===== config.mk =====
export PLATFORM = sky130hd
export DESIGN_NAME = fetch_stage_flat
export DESIGN_NICKNAME = d
export VERILOG_FILES = /design/src/rtl/cpu_pkg.sv /design/src/rtl/fetch_stage_if.sv /design/src/rtl/fetch_skid_buf.sv /design/src/rtl/fetch_stage.sv /design/src/flat_wrapper.sv
export SDC_FILE = /design/constraint.sdc
export NUM_CORES = 1
export LEC_CHECK = 0
export CORE_UTILIZATION = 35
export CTS_CLUSTER_SIZE = 14
export DETAILED_ROUTE_END_ITERATION = 12
export GPL_TIMING_DRIVEN = 0
export PLACE_DENSITY = 0.64
export SLEW_MARGIN = 15
export SYNTH_ARGS = -nofsm -noshare
export SYNTH_HDL_FRONTEND = slang
export SYNTH_SLANG_ARGS = --single-unit
export TNS_END_PERCENT = 1

===== constraint.sdc =====
create_clock -name i_clk -period 5.6 [get_ports i_clk]
set_input_delay 1.4 -clock i_clk [delete_from_list [all_inputs] [get_ports i_clk]]
set_output_delay 1.4 -clock i_clk [all_outputs]
set_load 0.05 [all_outputs]

===== src/rtl/cpu_pkg.sv =====
// Shared constants and types for the 16-bit pipelined CPU: word width,
// reset PC, halt opcode and the fetch-stage state encoding.
package cpu_pkg;

    localparam int XLEN = 16;
    localparam logic [XLEN-1:0] RESET_PC = 16'h0000;
    localparam logic [3:0] OPC_HLT = 4'hF;

    typedef enum logic [1:0] {
        ST_FETCH  = 2'd0,
        ST_WAIT   = 2'd1,
        ST_DRAIN  = 2'd2,
        ST_HALTED = 2'd3
    } fetch_state_e;

    function automatic logic [3:0] opcode_of(input logic [XLEN-1:0] instr);
        return instr[XLEN-1:XLEN-4];
    endfunction

endpackage


===== src/rtl/fetch_stage_if.sv =====
// Instruction-memory request/response bus between the fetch stage (master)
// and the instruction memory (slave).
interface fetch_stage_if;
    import cpu_pkg::*;

    logic            req;
    logic [XLEN-1:0] addr;
    logic            rvalid;
    logic [XLEN-1:0] rdata;

    modport master (output req, output addr, input rvalid, input rdata);
    modport slave  (input req, input addr, output rvalid, output rdata);

endinterface


===== src/rtl/fetch_skid_buf.sv =====
// One-entry {instr, pc} holding buffer that parks a fetched word while decode
// is stalled. Clear wins over load, load wins over unload.
module fetch_skid_buf (
    input  logic                     i_clk,
    input  logic                     i_rst,
    input  logic                     i_load,
    input  logic                     i_unload,
    input  logic                     i_clear,
    input  logic [cpu_pkg::XLEN-1:0] i_instr,
    input  logic [cpu_pkg::XLEN-1:0] i_pc,
    output logic                     o_full,
    output logic [cpu_pkg::XLEN-1:0] o_instr,
    output logic [cpu_pkg::XLEN-1:0] o_pc
);
    import cpu_pkg::*;

    logic            r_full;
    logic [XLEN-1:0] r_instr;
    logic [XLEN-1:0] r_pc;

    // Buffer occupancy and payload.
    always_ff @(posedge i_clk) begin
        if (i_rst) begin
            r_full  <= 1'b0;
            r_instr <= 16'h0000;
            r_pc    <= 16'h0000;
        end else if (i_clear) begin
            r_full <= 1'b0;
        end else if (i_load) begin
            r_full  <= 1'b1;
            r_instr <= i_instr;
            r_pc    <= i_pc;
        end else if (i_unload) begin
            r_full <= 1'b0;
        end
    end

    assign o_full  = r_full;
    assign o_instr = r_instr;
    assign o_pc    = r_pc;

endmodule


===== src/rtl/fetch_stage.sv =====
// Instruction-fetch stage: owns the PC, talks to a variable-latency imem,
// feeds IF/ID and handles redirects and HLT. Optional squash counter: FETCH_PERF_CNT_EN.
module fetch_stage #(
    parameter logic [15:0] RESET_PC = cpu_pkg::RESET_PC,
    parameter logic [3:0]  OPC_HLT  = cpu_pkg::OPC_HLT
) (
    input  logic                     i_clk,
    input  logic                     i_rst,
    input  logic                     i_stall,
    input  logic                     i_redirect_valid,
    input  logic [cpu_pkg::XLEN-1:0] i_redirect_pc,
    fetch_stage_if.master            io_imem,
    output logic                     o_ifid_valid,
    output logic [cpu_pkg::XLEN-1:0] o_ifid_instr,
    output logic [cpu_pkg::XLEN-1:0] o_ifid_pc,
    output logic [cpu_pkg::XLEN-1:0] o_ifid_pc_inc,
    output logic                     o_fetch_halted,
    output logic [cpu_pkg::XLEN-1:0] o_pc_out,
    output logic [cpu_pkg::XLEN-1:0] o_perf_squash_cnt
);
    import cpu_pkg::*;

    fetch_state_e    r_state;
    fetch_state_e    w_state_nxt;
    logic [XLEN-1:0] r_pc;
    logic [XLEN-1:0] r_req_addr;
    logic            r_ifid_valid;
    logic [XLEN-1:0] r_ifid_instr;
    logic [XLEN-1:0] r_ifid_pc;
    logic [XLEN-1:0] r_ifid_pc_inc;
    logic            r_fetch_halted;

    logic            w_buf_full;
    logic [XLEN-1:0] w_buf_instr;
    logic [XLEN-1:0] w_buf_pc;
    logic            w_rsp_accept;
    logic            w_halt_now;
    logic            w_issue;
    logic            w_buf_load;
    logic            w_buf_unload;
    logic            w_ifid_load;
    logic [XLEN-1:0] w_ifid_instr_nxt;
    logic [XLEN-1:0] w_ifid_pc_nxt;

    assign w_rsp_accept = (r_state == ST_WAIT) && io_imem.rvalid && !i_redirect_valid;
    assign w_halt_now   = w_rsp_accept && (opcode_of(io_imem.rdata) == OPC_HLT);

    // Issuing in the response cycle keeps a 1-cycle memory at one word per clock.
    assign w_issue = !i_rst
                   && ((r_state == ST_FETCH) || ((r_state == ST_WAIT) && io_imem.rvalid))
                   && !i_redirect_valid && !w_buf_full
                   && !(io_imem.rvalid && i_stall) && !w_halt_now;

    assign io_imem.req  = w_issue;
    assign io_imem.addr = r_pc;

    assign w_buf_load   = w_rsp_accept && i_stall;
    assign w_buf_unload = !i_redirect_valid && !i_stall && w_buf_full;
    assign w_ifid_load  = !i_redirect_valid && !i_stall && (w_buf_full || w_rsp_accept);

    // IF/ID source select: a parked word is always older than a fresh response.
    always_comb begin
        w_ifid_instr_nxt = io_imem.rdata;
        w_ifid_pc_nxt    = r_req_addr;
        if (w_buf_full) begin
            w_ifid_instr_nxt = w_buf_instr;
            w_ifid_pc_nxt    = w_buf_pc;
        end else begin
            w_ifid_instr_nxt = io_imem.rdata;
            w_ifid_pc_nxt    = r_req_addr;
        end
    end

    // Fetch FSM next-state.
    always_comb begin
        w_state_nxt = r_state;
        if (i_redirect_valid) begin
            if (((r_state == ST_WAIT) || (r_state == ST_DRAIN)) && !io_imem.rvalid) begin
                w_state_nxt = ST_DRAIN;
            end else begin
                w_state_nxt = ST_FETCH;
            end
        end else begin
            case (r_state)
                ST_FETCH:  w_state_nxt = w_issue ? ST_WAIT : ST_FETCH;
                ST_WAIT: begin
                    if (!io_imem.rvalid) begin
                        w_state_nxt = ST_WAIT;
                    end else if (w_halt_now) begin
                        w_state_nxt = ST_HALTED;
                    end else if (w_issue) begin
                        w_state_nxt = ST_WAIT;
                    end else begin
                        w_state_nxt = ST_FETCH;
                    end
                end
                ST_DRAIN:  w_state_nxt = io_imem.rvalid ? ST_FETCH : ST_DRAIN;
                ST_HALTED: w_state_nxt = ST_HALTED;
                default:   w_state_nxt = ST_FETCH;
            endcase
        end
    end

    // State, PC and the address of the outstanding request.
    always_ff @(posedge i_clk) begin
        if (i_rst) begin
            r_state    <= ST_FETCH;
            r_pc       <= RESET_PC;
            r_req_addr <= 16'h0000;
        end else begin
            r_state <= w_state_nxt;
            if (i_redirect_valid) begin
                r_pc <= i_redirect_pc;
            end else if (w_issue) begin
                r_pc       <= r_pc + 16'h0002;
                r_req_addr <= r_pc;
            end
        end
    end

    // IF/ID register and halt flag; a bubble only drops the valid bit.
    always_ff @(posedge i_clk) begin
        if (i_rst) begin
            r_ifid_valid   <= 1'b0;
            r_ifid_instr   <= 16'h0000;
            r_ifid_pc      <= 16'h0000;
            r_ifid_pc_inc  <= 16'h0000;
            r_fetch_halted <= 1'b0;
        end else if (i_redirect_valid) begin
            r_ifid_valid   <= 1'b0;
            r_fetch_halted <= 1'b0;
        end else if (!i_stall) begin
            r_ifid_valid <= w_ifid_load;
            if (w_ifid_load) begin
                r_ifid_instr  <= w_ifid_instr_nxt;
                r_ifid_pc     <= w_ifid_pc_nxt;
                r_ifid_pc_inc <= w_ifid_pc_nxt + 16'h0002;
                if (opcode_of(w_ifid_instr_nxt) == OPC_HLT) begin
                    r_fetch_halted <= 1'b1;
                end
            end
        end
    end

    fetch_skid_buf u_skid (
        .i_clk    (i_clk),
        .i_rst    (i_rst),
        .i_load   (w_buf_load),
        .i_unload (w_buf_unload),
        .i_clear  (i_redirect_valid),
        .i_instr  (io_imem.rdata),
        .i_pc     (r_req_addr),
        .o_full   (w_buf_full),
        .o_instr  (w_buf_instr),
        .o_pc     (w_buf_pc)
    );

`ifdef FETCH_PERF_CNT_EN
    logic [1:0]      w_squash_inc;
    logic [XLEN:0]   w_squash_sum;
    logic [XLEN-1:0] r_squash_cnt;

    // One squash per flushed IF/ID entry, flushed buffer entry and dropped response.
    always_comb begin
        w_squash_inc = 2'd0;
        if (i_redirect_valid) begin
            w_squash_inc = {1'b0, r_ifid_valid} + {1'b0, w_buf_full};
        end else begin
            w_squash_inc = 2'd0;
        end
        if ((r_state == ST_DRAIN) && io_imem.rvalid) begin
            w_squash_inc = w_squash_inc + 2'd1;
        end else begin
            w_squash_inc = w_squash_inc;
        end
        w_squash_sum = {1'b0, r_squash_cnt} + {15'd0, w_squash_inc};
    end

    // Saturating squash counter.
    always_ff @(posedge i_clk) begin
        if (i_rst) begin
            r_squash_cnt <= 16'h0000;
        end else begin
            r_squash_cnt <= w_squash_sum[XLEN] ? 16'hFFFF : w_squash_sum[XLEN-1:0];
        end
    end

    assign o_perf_squash_cnt = r_squash_cnt;
`else
    assign o_perf_squash_cnt = 16'h0000;
`endif

    assign o_ifid_valid   = r_ifid_valid;
    assign o_ifid_instr   = r_ifid_instr;
    assign o_ifid_pc      = r_ifid_pc;
    assign o_ifid_pc_inc  = r_ifid_pc_inc;
    assign o_fetch_halted = r_fetch_halted;
    assign o_pc_out       = r_pc;

endmodule


===== src/flat_wrapper.sv =====
// flat-port wrapper written by rule: the top's interface ports become plain ports
module fetch_stage_flat import cpu_pkg::*;
#(
    parameter logic [15:0] RESET_PC = cpu_pkg::RESET_PC,
    parameter logic [3:0]  OPC_HLT  = cpu_pkg::OPC_HLT
)
  (i_clk, i_rst, i_stall, i_redirect_valid, i_redirect_pc, o_ifid_valid, o_ifid_instr, o_ifid_pc, o_ifid_pc_inc, o_fetch_halted, o_pc_out, o_perf_squash_cnt, io_imem_req, io_imem_addr, io_imem_rvalid, io_imem_rdata);
  fetch_stage_if io_imem_i ();
  input  logic i_clk;
  input  logic i_rst;
  input  logic i_stall;
  input  logic i_redirect_valid;
  input  logic [cpu_pkg::XLEN-1:0] i_redirect_pc;
  output logic o_ifid_valid;
  output logic [cpu_pkg::XLEN-1:0] o_ifid_instr;
  output logic [cpu_pkg::XLEN-1:0] o_ifid_pc;
  output logic [cpu_pkg::XLEN-1:0] o_ifid_pc_inc;
  output logic o_fetch_halted;
  output logic [cpu_pkg::XLEN-1:0] o_pc_out;
  output logic [cpu_pkg::XLEN-1:0] o_perf_squash_cnt;
  output wire logic [$bits(io_imem_i.req)-1:0] io_imem_req;
  output wire logic [$bits(io_imem_i.addr)-1:0] io_imem_addr;
  input wire logic [$bits(io_imem_i.rvalid)-1:0] io_imem_rvalid;
  input wire logic [$bits(io_imem_i.rdata)-1:0] io_imem_rdata;
  assign io_imem_req = io_imem_i.req;
  assign io_imem_addr = io_imem_i.addr;
  assign io_imem_i.rvalid = io_imem_rvalid;
  assign io_imem_i.rdata = io_imem_rdata;
  fetch_stage #(.RESET_PC(RESET_PC), .OPC_HLT(OPC_HLT)) u_core (.i_clk(i_clk), .i_rst(i_rst), .i_stall(i_stall), .i_redirect_valid(i_redirect_valid), .i_redirect_pc(i_redirect_pc), .io_imem(io_imem_i), .o_ifid_valid(o_ifid_valid), .o_ifid_instr(o_ifid_instr), .o_ifid_pc(o_ifid_pc), .o_ifid_pc_inc(o_ifid_pc_inc), .o_fetch_halted(o_fetch_halted), .o_pc_out(o_pc_out), .o_perf_squash_cnt(o_perf_squash_cnt));
endmodule

==> run summary <==
Synth Warn # = 0
Synthesized area per cell = 8.364 sq um
Register area = 2322 sq um
# nets final = 847
CTS root buffer = clkbuf_16
Synth area leader = dfxtp_1
Worst VDD drop = 0.2099 mV
Crit share post-route = 95.28%
Post-Route WL = 16310 um
Cell Chain, Critical Path = clkdlybuf4s50_1 > clkbuf_1 > nor3_1 > o2111ai_1 > nand2_1 > buf_2 > buf_2 > dlygate4sd2_1
Fin. Hold Viols = 0
GRT overflow = 0
Lkg Pwr = 2.649 nW
GRT Overall Usage = 20.78%
Top-area cell type share of the netlist area = 42.65%
Crit start category = primary input
WP data required = 4.20 ns
Period minus WS final = 5.336 ns
Final number of setup-violating endpoints = 0
PD cells = 284.5 nW/um^2
Top FF cell, synth = dfxtp_1
I/O pin cnt = 136
Min setup slack post-route = 0.2642 ns
Placed Instances = 973
Initial DRC count = 318
Die height = 126.7 um
Fillcell total = 1485
Top post-synthesis cells by count = dfxtp_1, nand2_1, nor2_1
Die area = 16060 sq um
Buffers added on ports = 119
RSZ-0062 raised after global routing = no
Initial antenna violation count = 0
Top delay family on crit path = buffers and inverters
Diodes inserted = 0
CP arrival = 3.94 ns
Fraction of layout cells with a size suffix above 1 = 10.17%
Critical path class = in2out
Vias per Instance = 5.139
Status = complete, no violations
Clock-pin slew on the worst setup and hold paths = 0.05 ns
Crit path buffers/inverters = 5
Count leader, synth = dfxtp_1
Setup TNS = 0 ns
Largest cells by area after synthesis = dfxtp_1, mux2i_1, nand2_1
Vias in the first global route = 4911
Register bit total from synthesis = 116
Setup slack at placement = 0.008648 ns
TritonRoute pass-1 iters = 5
Post-route DRC = 0
Max FO, Critical Path = 10
Cell count after synthesis = 651
Post-synthesis sequential area ratio = 42.65%
Cts bufs inserted = 17
Fin cells = 1004
Wire per inst = 16.24 um
EDFF count, synth = 0
Fin Hold WS = 0.4485 ns
Area of the multi-input gates = 2718 sq um
Worst Skew = 0.01119 ns
CP Capture Type = primary output
Core ar. = 15200 sq um
FMAX = 187.4 MHz
Worst-Margin Slew = 1.045 ns
Post-Syn Area = 5445 sq um
GPL Wtd Cong = 0.8539
Clock Sinks = 116
Number of distinct library cells after synthesis = 49
Initial Util = 35.82%
Max clock buf depth = 2
Top cell by count, worst path = buf_2
Largest net degree at the start of global routing = 17
Die Width = 126.7 um
First-pass GRT wire length = 25960 um
CTS HTree Levels = 4
ANT nets after route = 0
Final Max Tran Viols = 0
CTS tree = yes
Worst path slowest cell = dlygate4sd2_1
Asr flop ratio synth = 0%
Area Growth Syn to Fin = 37.20%
Max-cap viol count = 0
Largest stage delay on the critical path = 0.57 ns
Via count = 5160
Hold Path Class = reg2reg
Clock latency on the worst-skew pair = 0.41 ns
Final core occ = 49.14%
Relative slew slack = 30.32%
Cell Rows = 45
Post CTS Setup Buffer Count = 0
Post-DP HPWL = 11920 um
==> state kept, by name, summed over array words and instances, names as in the netlist <==
register,flops
u_core.u_skid.o_instr,16
u_core.o_ifid_valid,1
u_core.r_req_addr,16
u_core.u_skid.o_pc,16
u_core.io_imem.addr,16
u_core.o_ifid_pc_inc,16
u_core.o_fetch_halted,1
u_core.r_state,2
u_core.o_ifid_instr,16
u_core.o_ifid_pc,15
u_core.u_skid.o_full,1
==> report_power, final <==
| group | total [mW] | switching (mW) | leakage (nW) | internal [mW] |
|---|---|---|---|---|
| registers | 0.866 | 0.0246 | 0.939 | 0.842 |
| logic | 0.267 | 0.168 | 1.44 | 0.0990 |
| clock network | 0.992 | 0.354 | 0.268 | 0.639 |
| total | 2.13 | 0.546 | 2.65 | 1.58 |
==> through the flow <==
stage	power, mW	cell area (sq um)
global placement	1.148	6928
global route	2.196	7471
floorplan	1.050	5502
finish	2.125	7471
CTS	2.139	7466
detailed placement	1.148	6928
==> timing repair <==
action	CTS	global route
setup endpoints to repair	1	0
hold buffers	0	0
resized for setup	1	0
endpoints found under the hold margin	0	0
==> logic make-up after synthesis <==
kind of cell | count (synthesis) | share of synthesized area (%)
mux | 50 | 9.352
compound gates | 136 | 16.27
flops | 116 | 42.65
xor+xnor | 8 | 1.287
fa+ha+maj | 6 | 1.379
buf+inv | 86 | 8.571
other cells | 1 | 0.06887
simple gates | 248 | 20.43
==> cell type report <==
class | count | area share, %
multi-input combinational | 464 | 36.38
sequential | 116 | 31.08
timing repair buffer | 119 | 15.93
clock buffer | 26 | 6.548
tap | 188 | 3.149
buffer | 77 | 5.795
clock inverter | 5 | 0.6699
inverter | 9 | 0.4522
==> per-layer routing <==
| layer | vias up | track usage (%) | part of all wire [%] |
|---|---|---|---|
| li1 | 2567 | - | - |
| met3 | 23 | 5.272 | 6.1 |
| met2 | 199 | 31.95 | 45 |
| met4 | 0 | 7.353 | 1.6 |
| met1 | 2371 | 28.20 | 47 |
| met5 | - | 0 | 0 |
==> worst min-delay path, cell delays in order (launching register included) <==
cell,delay (ns)
dfxtp_1,0.30
nand2_1,0.05
a21oi_1,0.05
==> cells in the final DEF (no fill, tap or decap), types with 3 or more instances in the layout <==
cell type and instances:
clkdlybuf4s50_1 118, dfxtp_1 116, nand2_1 102, nor2_1 69, a21oi_1 55, mux2i_1 43, clkbuf_1 36, buf_4 33
a211oi_1 32, nand3_1 22, clkbuf_16 17, conb_1 16, nor3_1 15, nand4_1 12, buf_2 10, o21ai_0 10
inv_1 9, mux2_2 7, o311ai_0 7, a22oi_1 6, xnor2_1 6, ha_1 6, a311oi_1 5, nand3b_1 5
nor2b_1 4, and2_1 4, clkinv_2 4, buf_1 3, and3_1 3, and4_1 3, a31o_2 3, clkbuf_8 3
==> worst paths after layout <==
kind / startpoint / to / slack [ns] / cells after the start
setup reg to reg: u_core.u_skid.o_full / u_core.o_ifid_pc_inc[13] / 2.69 / 9
setup / recovery: i_redirect_valid / io_imem_req / 0.26 / 8
hold reg to reg: u_core.o_ifid_pc_inc[3] / u_core.o_ifid_pc_inc[3] / 0.45 / 2
hold / removal: u_core.o_ifid_pc_inc[3] / u_core.o_ifid_pc_inc[3] / 0.45 / 2
No activity file was read; power rests on OpenSTA's default activity.
